==> src/rtl/ste_sound_pkg.sv <==
// ste_sound_pkg: shared sample-rate encodings and prescaler terminal-count helper for the STE sound path.
package ste_sound_pkg;
   typedef enum logic [1:0] {SRATE_DIV8, SRATE_DIV4, SRATE_DIV2, SRATE_DIV1} srate_e;
   localparam int DEF_BASE_DIV = 640;
   function automatic logic [15:0] rate_limit(input srate_e srate, input int unsigned base = DEF_BASE_DIV);
      return 16'((base << 2'(SRATE_DIV1 - srate)) - 1);
   endfunction
endpackage

==> src/rtl/ste_sound_shifter_fifo.sv <==
// sound_word_fifo: synchronous sound-word FIFO; a pop frees the slot a same-cycle push needs when full.
module sound_word_fifo #(
   parameter int DEPTH = 4
) (
   input  logic                     clk32,
   input  logic                     porb,
   input  logic                     flush,
   input  logic                     push,
   input  logic                     pop,
   input  logic [15:0]              din,
   output logic [15:0]              dout,
   output logic                     full,
   output logic                     empty,
   output logic [$clog2(DEPTH):0]   count
);
   localparam int AW = $clog2(DEPTH);
   logic [15:0] mem [DEPTH];
   logic [AW-1:0] rd, wr;
   logic do_pop, do_push;
   assign do_pop = pop && !empty;
   assign do_push = push && (!full || do_pop);
   assign full = count == (AW+1)'(DEPTH);
   assign empty = count == '0;
   assign dout = mem[rd];
   always_ff @(posedge clk32)
      if (do_push) mem[wr] <= din;
   always_ff @(posedge clk32) begin
      if (!porb || flush) begin
         rd <= '0;
         wr <= '0;
         count <= '0;
      end else begin
         if (do_push) wr <= wr + AW'(1);
         if (do_pop) rd <= rd + AW'(1);
         count <= count + (AW+1)'(do_push) - (AW+1)'(do_pop);
      end
   end
endmodule

==> src/rtl/ste_sound_shifter.sv <==
// ste_sound_shifter: buffers DMA sound words and unpacks them into signed 8-bit L/R samples at the programmed rate.
module ste_sound_shifter
   import ste_sound_pkg::*;
#(
   parameter int FIFO_DEPTH = 4,
   parameter int BASE_DIV = DEF_BASE_DIV
) (
   input  logic        clk32,
   input  logic        porb,
   input  logic        sload,
   input  logic [15:0] sdata,
   input  logic        sndon,
   input  logic [1:0]  srate,
   input  logic        mono,
   output logic        sreq,
   output logic [7:0]  left,
   output logic [7:0]  right,
   output logic        stick,
   output logic        underrun,
   output logic        overrun
);
   localparam int CW = $clog2(FIFO_DEPTH) + 1;
   logic [15:0] pcnt, head;
   logic [CW-1:0] count;
   logic tick, pop, rise, full, empty, bsel, sndon_q;
   // live compare so an srate change lands on the next wrap without resetting the counter
   assign tick = sndon && pcnt >= rate_limit(srate_e'(srate), BASE_DIV);
   assign pop = tick && !empty && (!mono || bsel);
   assign rise = sndon && !sndon_q;
   sound_word_fifo #(.DEPTH(FIFO_DEPTH)) u_fifo (
      .clk32(clk32), .porb(porb), .flush(!sndon), .push(sload), .pop(pop),
      .din(sdata), .dout(head), .full(full), .empty(empty), .count(count)
   );
   always_ff @(posedge clk32) begin
      if (!porb) begin
         pcnt <= '0;
         bsel <= 1'b0;
         sndon_q <= 1'b0;
         sreq <= 1'b0;
         left <= '0;
         right <= '0;
         stick <= 1'b0;
         underrun <= 1'b0;
         overrun <= 1'b0;
      end else begin
         sndon_q <= sndon;
         underrun <= (underrun && !rise) || (tick && empty);
         overrun <= (overrun && !rise) || (sndon && sload && full && !pop);
         sreq <= sndon && count <= CW'(FIFO_DEPTH - 2);
         stick <= tick && !empty;
         if (!sndon) begin
            pcnt <= '0;
            bsel <= 1'b0;
            left <= '0;
            right <= '0;
         end else begin
            pcnt <= tick ? '0 : pcnt + 16'd1;
            if (tick && !empty) begin
               left <= (mono && bsel) ? head[7:0] : head[15:8];
               right <= (mono && !bsel) ? head[15:8] : head[7:0];
               bsel <= mono && !bsel;
            end
         end
      end
   end
endmodule

==> config.mk <==
export PLATFORM = sky130hd
export DESIGN_NAME = ste_sound_shifter
export DESIGN_NICKNAME = d
export VERILOG_FILES = /design/src/rtl/ste_sound_pkg.sv /design/src/rtl/ste_sound_shifter_fifo.sv /design/src/rtl/ste_sound_shifter.sv
export SDC_FILE = /design/constraint.sdc
export NUM_CORES = 1
export LEC_CHECK = 0
export CELL_PAD_IN_SITES_DETAIL_PLACEMENT = 1
export CELL_PAD_IN_SITES_GLOBAL_PLACEMENT = 2
export CORE_MARGIN = 2
export CORE_UTILIZATION = 30
export CTS_BUF_LIST = sky130_fd_sc_hd__clkbuf_4 sky130_fd_sc_hd__clkbuf_8 sky130_fd_sc_hd__clkbuf_16
export CTS_CLUSTER_DIAMETER = 200
export DETAILED_ROUTE_END_ITERATION = 10
export PLACE_DENSITY_LB_ADDON = 0.1
export SETUP_SLACK_MARGIN = 0.2
export SYNTH_ARGS = -nofsm -noshare
export SYNTH_HDL_FRONTEND = slang
export SYNTH_SLANG_ARGS = --single-unit
==> constraint.sdc <==
create_clock -name clk32 -period 5 [get_ports clk32]
set_clock_uncertainty 0.15 [all_clocks]
set_input_delay 0.5 -clock clk32 [delete_from_list [all_inputs] [get_ports clk32]]
set_output_delay 0.5 -clock clk32 [all_outputs]
set_load 0.01 [all_outputs]
Word-level counts from Yosys, hierarchy flattened
Memory sizes are Yosys's and may differ from the RTL's. A register that Yosys moved wholly into a read port is not among the register bits.
Index checks and enable logic that the tools add are counted.

word-level totals
  bits in registers = 45
  bits in latches = 0
  memory bits (writable) = 64
  ROM bits = 0
  word-level logic and storage cells = 64
  memories = 1

cells by class
  add/subtract/negate cells = 7
  multipliers = 0
  divide/modulo/power cells = 0
  order comparisons = 2
  equality and inequality tests = 1
  shift operators = 1
  multiplexer cells = 6
  bitwise operators = 2
  reductions and logical operators = 32

memory list
  name        depth  width  rd ports  clocked after Yosys merged registers in  write ports  line                          RTL
  u_fifo.mem  4      16     1         1                                        1            ste_sound_shifter_fifo.sv:17  logic [15:0] mem [DEPTH];

operators with widths
  kind                                                  count
  adder 16 x 1 -> 16 bit (second input constant)        1
  >= comparator 16 bit                                  1
  2-to-1 mux 8 bit                                      2
  << shifter 10 x 2 -> 16 bit (first input constant)    1
  subtractor 16 x 1 -> 16 bit (second input constant)   1
  logical AND 1 bit                                     15
  zero test 1 bit                                       9
  logical OR 1 bit                                      5
  adder 2 x 1 -> 2 bit (second input constant)          2
  2-to-1 mux 2 bit                                      2
  adder 3 x 1 -> 3 bit                                  1
  equality test 3 bit (second input constant)           1
  <= comparator 3 x 2 -> 1 bit (second input constant)  1
  zero test 3 bit                                       1
  OR reduction 3 bit                                    1
  subtractor 3 x 1 -> 3 bit                             1
  2-to-1 mux 1 bit                                      2
  inverter 1 bit                                        2
  AND reduction 2 bit                                   1
  subtractor 2 bit (first input constant)               1

Depth between registers and ports, before layout
  depth in word-level cells = 12
  gate-level depth with buffers = 13
  depth with buffers taken out = 13

By module
A second synthesis with hierarchy kept.

second synthesis, totals
  cells, all modules = 341
  area total of the unflattened synthesis = 4764.6 um^2

modules (own cells, without submodules)
  module             instances  cells each  area each (um^2)  seq. area each (um^2)
  sound_word_fifo    1          134         2781.4            2102.0
  ste_sound_shifter  1          207         1983.2            760.7

Least setup slack after synthesis
Ideal clock, no wire load.

  path type = input -> register
  start = input srate[0]
  end = register u_fifo.count[1]
  setup time = 115 ps
  data arrival time = 2961 ps
  data required time = 4735 ps
  setup slack = 1774 ps
  stages = 12
  cells stage by stage = inv_1 ha_1 inv_1 ha_1 nand4_4 or3_4 o221a_4 or3_1 nand2_1 ha_1 fa_1 and3_1

on the way
  longest elaborated chain between the ends = 12

RTL lines
  item                                line                          RTL
  from (decl)                         ste_sound_shifter.sv:13       input logic [1:0] srate,
  subtractor 2 bit (*)                ste_sound_pkg.sv:6            return 16'((base << 2'(SRATE_DIV1 - srate)) - 1);
  << shifter 10 x 2 -> 16 bit (*)     ste_sound_pkg.sv:6
  subtractor 16 x 1 -> 16 bit (*)     ste_sound_pkg.sv:6
  >= comparator 16 bit (*)            ste_sound_shifter.sv:27       assign tick = sndon && pcnt >= rate_limit(srate_e'(srate), BASE_DIV);
  logical AND 1 bit (*)               ste_sound_shifter.sv:27
  logical AND 1 bit (*) (2 in a row)  ste_sound_shifter.sv:28       assign pop = tick && !empty && (!mono || bsel);
  logical AND 1 bit (*)               ste_sound_shifter_fifo.sv:20  assign do_pop = pop && !empty;
  logical OR 1 bit                    ste_sound_shifter_fifo.sv:21  assign do_push = push && (!full || do_pop);
  logical AND 1 bit                   ste_sound_shifter_fifo.sv:21
  adder 3 x 1 -> 3 bit                ste_sound_shifter_fifo.sv:35  count <= count + (AW+1)'(do_push) - (AW+1)'(do_pop);
  subtractor 3 x 1 -> 3 bit (*)       ste_sound_shifter_fifo.sv:35
  to (signal assigned)                ste_sound_shifter_fifo.sv:35
  to (decl)                           ste_sound_shifter_fifo.sv:14  output logic [$clog2(DEPTH):0] count

Every way passes the cells marked *; elsewhere a longest branch is shown, timed or not.
A chain may end at the register's enable or synchronous reset.

Final worst setup path
Ends and elaborated chain as after synthesis.

==> metrics.md <==
| Metric | Value |
|---|---|
| Drt drc | `0` |
| Most common cell after layout, fill and taps aside | `edfxtp_1` |
| Initial drt markers | `roughly 110` |
| Top post-synthesis cells by area | `edfxtp_1, dfxtp_1, mux4_2, ha_1, mux2i_1` |
| First-pass GRT wire length | `16,200 µm` |
| Worst IR Drop VDD | `0.211 mV` |
| Setup bufs post-CTS | `0` |
| Hold Crit Class | `register to register` |
| Startpoint Class | `primary input` |
| H-tree depth | `3` |
| Avg Cell Area, Syn | `~14 µm²` |
| Synth async-reset ratio | `0%` |
| IO buf count | `42` |
| Data arrival, critical path | `3.62 ns` |
| Crit path max fanout | `8` |
| Distinct cells, synth | `40` |
| Max Clk Rate | `0.284 GHz` |
| DP HPWL | `7010 µm` |
| Top Ports | `43` |
| Antenna violations before repair | `0` |
| Clock-pin slew on the worst setup and hold paths | `0.07 ns` |
| Vias per cell | `between 4 and 5` |
| CTS buffer count | `9` |
| # resized after CTS | `0` |
| Worst-skew pair later-pin latency | `0.35 ns` |
| Critical Path End Type | `register` |
| Largest net degree at the start of global routing | `24` |
| Data required, critical path | `slightly above 5 ns` |
| Synth-to-layout area growth | `20.5%` |
| Number of synthesized flops with an enable pin | `64` |
| Vias in the first global route | `~3,000` |
| # Max-Cap Violations | `0` |
| CTS root buf | `clkbuf_16` |
| Max Slew Vio Count | `0` |
| Status | `complete, no violations` |
| # hold bufs at CTS | `0` |
| Core box area | `around 15,000 µm²` |
| Most frequent cells in the layout | `edfxtp_1, dfxtp_1, clkdlybuf4s50_1, a21oi_1, nor2_1` |
| Relative slew slack | `39.8%` |
| CTS tree | `yes` |
| Register area share after synthesis | `60.3%` |
| Total gr overflow | `0` |
| Final Hold Violating Endpoints | `0` |
| Leading area contributor after synthesis | `edfxtp_1` |
| Pleak | `1.97 nW` |
| DR vias | `2,824` |
| Worst-margin pin slew | `between 0.9 and 1 ns` |
| Synthesized area | `4750 µm²` |
| DRT Pass-1 Iters | `4` |
| Power Total | `1.78 mW` |
| Die height | `about 130 µm` |
| Routability congestion estimate from global placement | `0.710` |
| Synth Instances | `349` |
| R2R setup slack | `2.02 ns` |
| Area of the die | `16,800 µm²` |
| Row count | `45` |
| Final min period | `around 3.5 ns` |
| Ys flop type | `edfxtp_1` |
| Post-synthesis register bit count | `111` |
| Share of the synthesized area in the top cell type | `between 40% and 50%` |
| Crit Path Class | `primary input to register` |
| Yosys warning count | `0` |
| Power Dens Cells | `311 nW/µm²` |
| Final nets | `444` |
| Share of cells above drive strength 1 | `11.6%` |
| Setup-failing EPs final | `0` |
| Die X | `130 µm` |
| Final Cycle Share | `70.3%` |
| Clk sinks | `between 100 and 150` |
| RSZ-0062 raised after global routing | `false` |
| Routed WL per cell | `16.5 µm` |
| Ant diodes | `0` |
| ANT nets after route | `0` |
| Initial Util | `31.0%` |
| Max clock buf depth | `2` |
| Setup TNS | `0 ns` |
| Gr usage total | `13.0%` |
| Post-Route WL | `between 10,000 and 15,000 µm` |
| Final Util | `between 30 and 40%` |
registers in the layout, indices dropped and copies added (netlist names), named ones only:
name / cells
u_fifo.rd: 2
bsel: 1
sreq: 1
sndon_q: 1
stick: 1
underrun: 1
u_fifo.count: 3
right: 8
overrun: 1
u_fifo.mem: 64
u_fifo.wr: 2
pcnt: 16
left: 8
cells in the mapped netlist (all sizes together) (2+ instances only):
library cell,number
edfxtp,64
ha,21
xor2,10
or3,5
nand3,8
xnor2,6
buf,9
mux4,16
nor2b,5
inv,12
nor2,25
o21a,2
nand2,20
o21ai,6
and3,8
clkbuf,5
a21oi,25
dfxtp,47
and2,4
nand4,5
mux2i,18
a211oi,16
kinds of logic (layout without fill, tap and decap cells):
logic type | count (synthesis) | after routing | share of synthesized area (%)
other cells | 1 | 3 | 0.0790
buf+inv | 27 | 80 | 2.66
flops | 111 | 111 | 60.3
xor+xnor | 16 | 16 | 2.95
simple gates | 82 | 82 | 8.65
mux | 34 | 34 | 11.4
fa+ha+maj | 22 | 22 | 5.96
compound gates | 56 | 56 | 8.01
power breakdown:
part / internal, mW / leakage (nW) / switching [mW] / total, mW
Clock: 0.347 / 0.133 / 0.347 / 0.694
Combinational: 0.0431 / 0.875 / 0.0516 / 0.0947
Sequential: 0.982 / 0.967 / 0.00505 / 0.987
final timing paths:
path / from / endpoint / depth (start not counted)
min reg2reg: pcnt[0] / pcnt[0] / 1
max: srate[0] / u_fifo.count[1] / 13
min: pcnt[0] / pcnt[0] / 1
max reg2reg: pcnt[14] / u_fifo.count[1] / 9
metal layers:
layer  up-vias  global-route usage, %  wire length, µm
li1       1390                      -                -
met2        32                   22.9             5210
met1      1394                   15.6             4510
met4         0                   4.55              146
met5         -                      0                0
met3         8                   3.24              289
stage by stage:
| stage | hold WS [ns] | instances | cell area, µm² | setup WS [ns] |
|---|---|---|---|---|
| 6_report | 0.305 | 615 | 5720 | 1.48 |
| 3_3_place_gp | 0.277 | 599 | 5430 | 1.17 |
| 4_1_cts | 0.309 | 615 | 5720 | 1.48 |
| 2_1_floorplan | 0.268 | 351 | 4750 | 1.77 |
| 3_5_place_dp | 0.293 | 599 | 5430 | 1.11 |
| 5_1_grt | 0.324 | 615 | 5720 | 1.31 |
final cells by class:
cell class	count	area [µm²]
clock buffers	9	225
clock inverters	7	63.8
fillers	1658	9600
inverters	13	48.8
multi-input cells	213	1770
flip-flops and latches	111	2860
well taps	211	264
repair buffers	51	488
worst max-delay path, stage by stage:
cell and delay, ns:
clkdlybuf4s50_1 0.51, inv_1 0.09, ha_1 0.23, xor2_1 0.15
ha_1 0.27, nand2_1 0.05, or3_4 0.36, o221a_4 0.26
or3_1 0.36, nand2_1 0.09, ha_1 0.16, fa_1 0.40
and3_1 0.18
No activity file was read; power rests on OpenSTA's default activity.
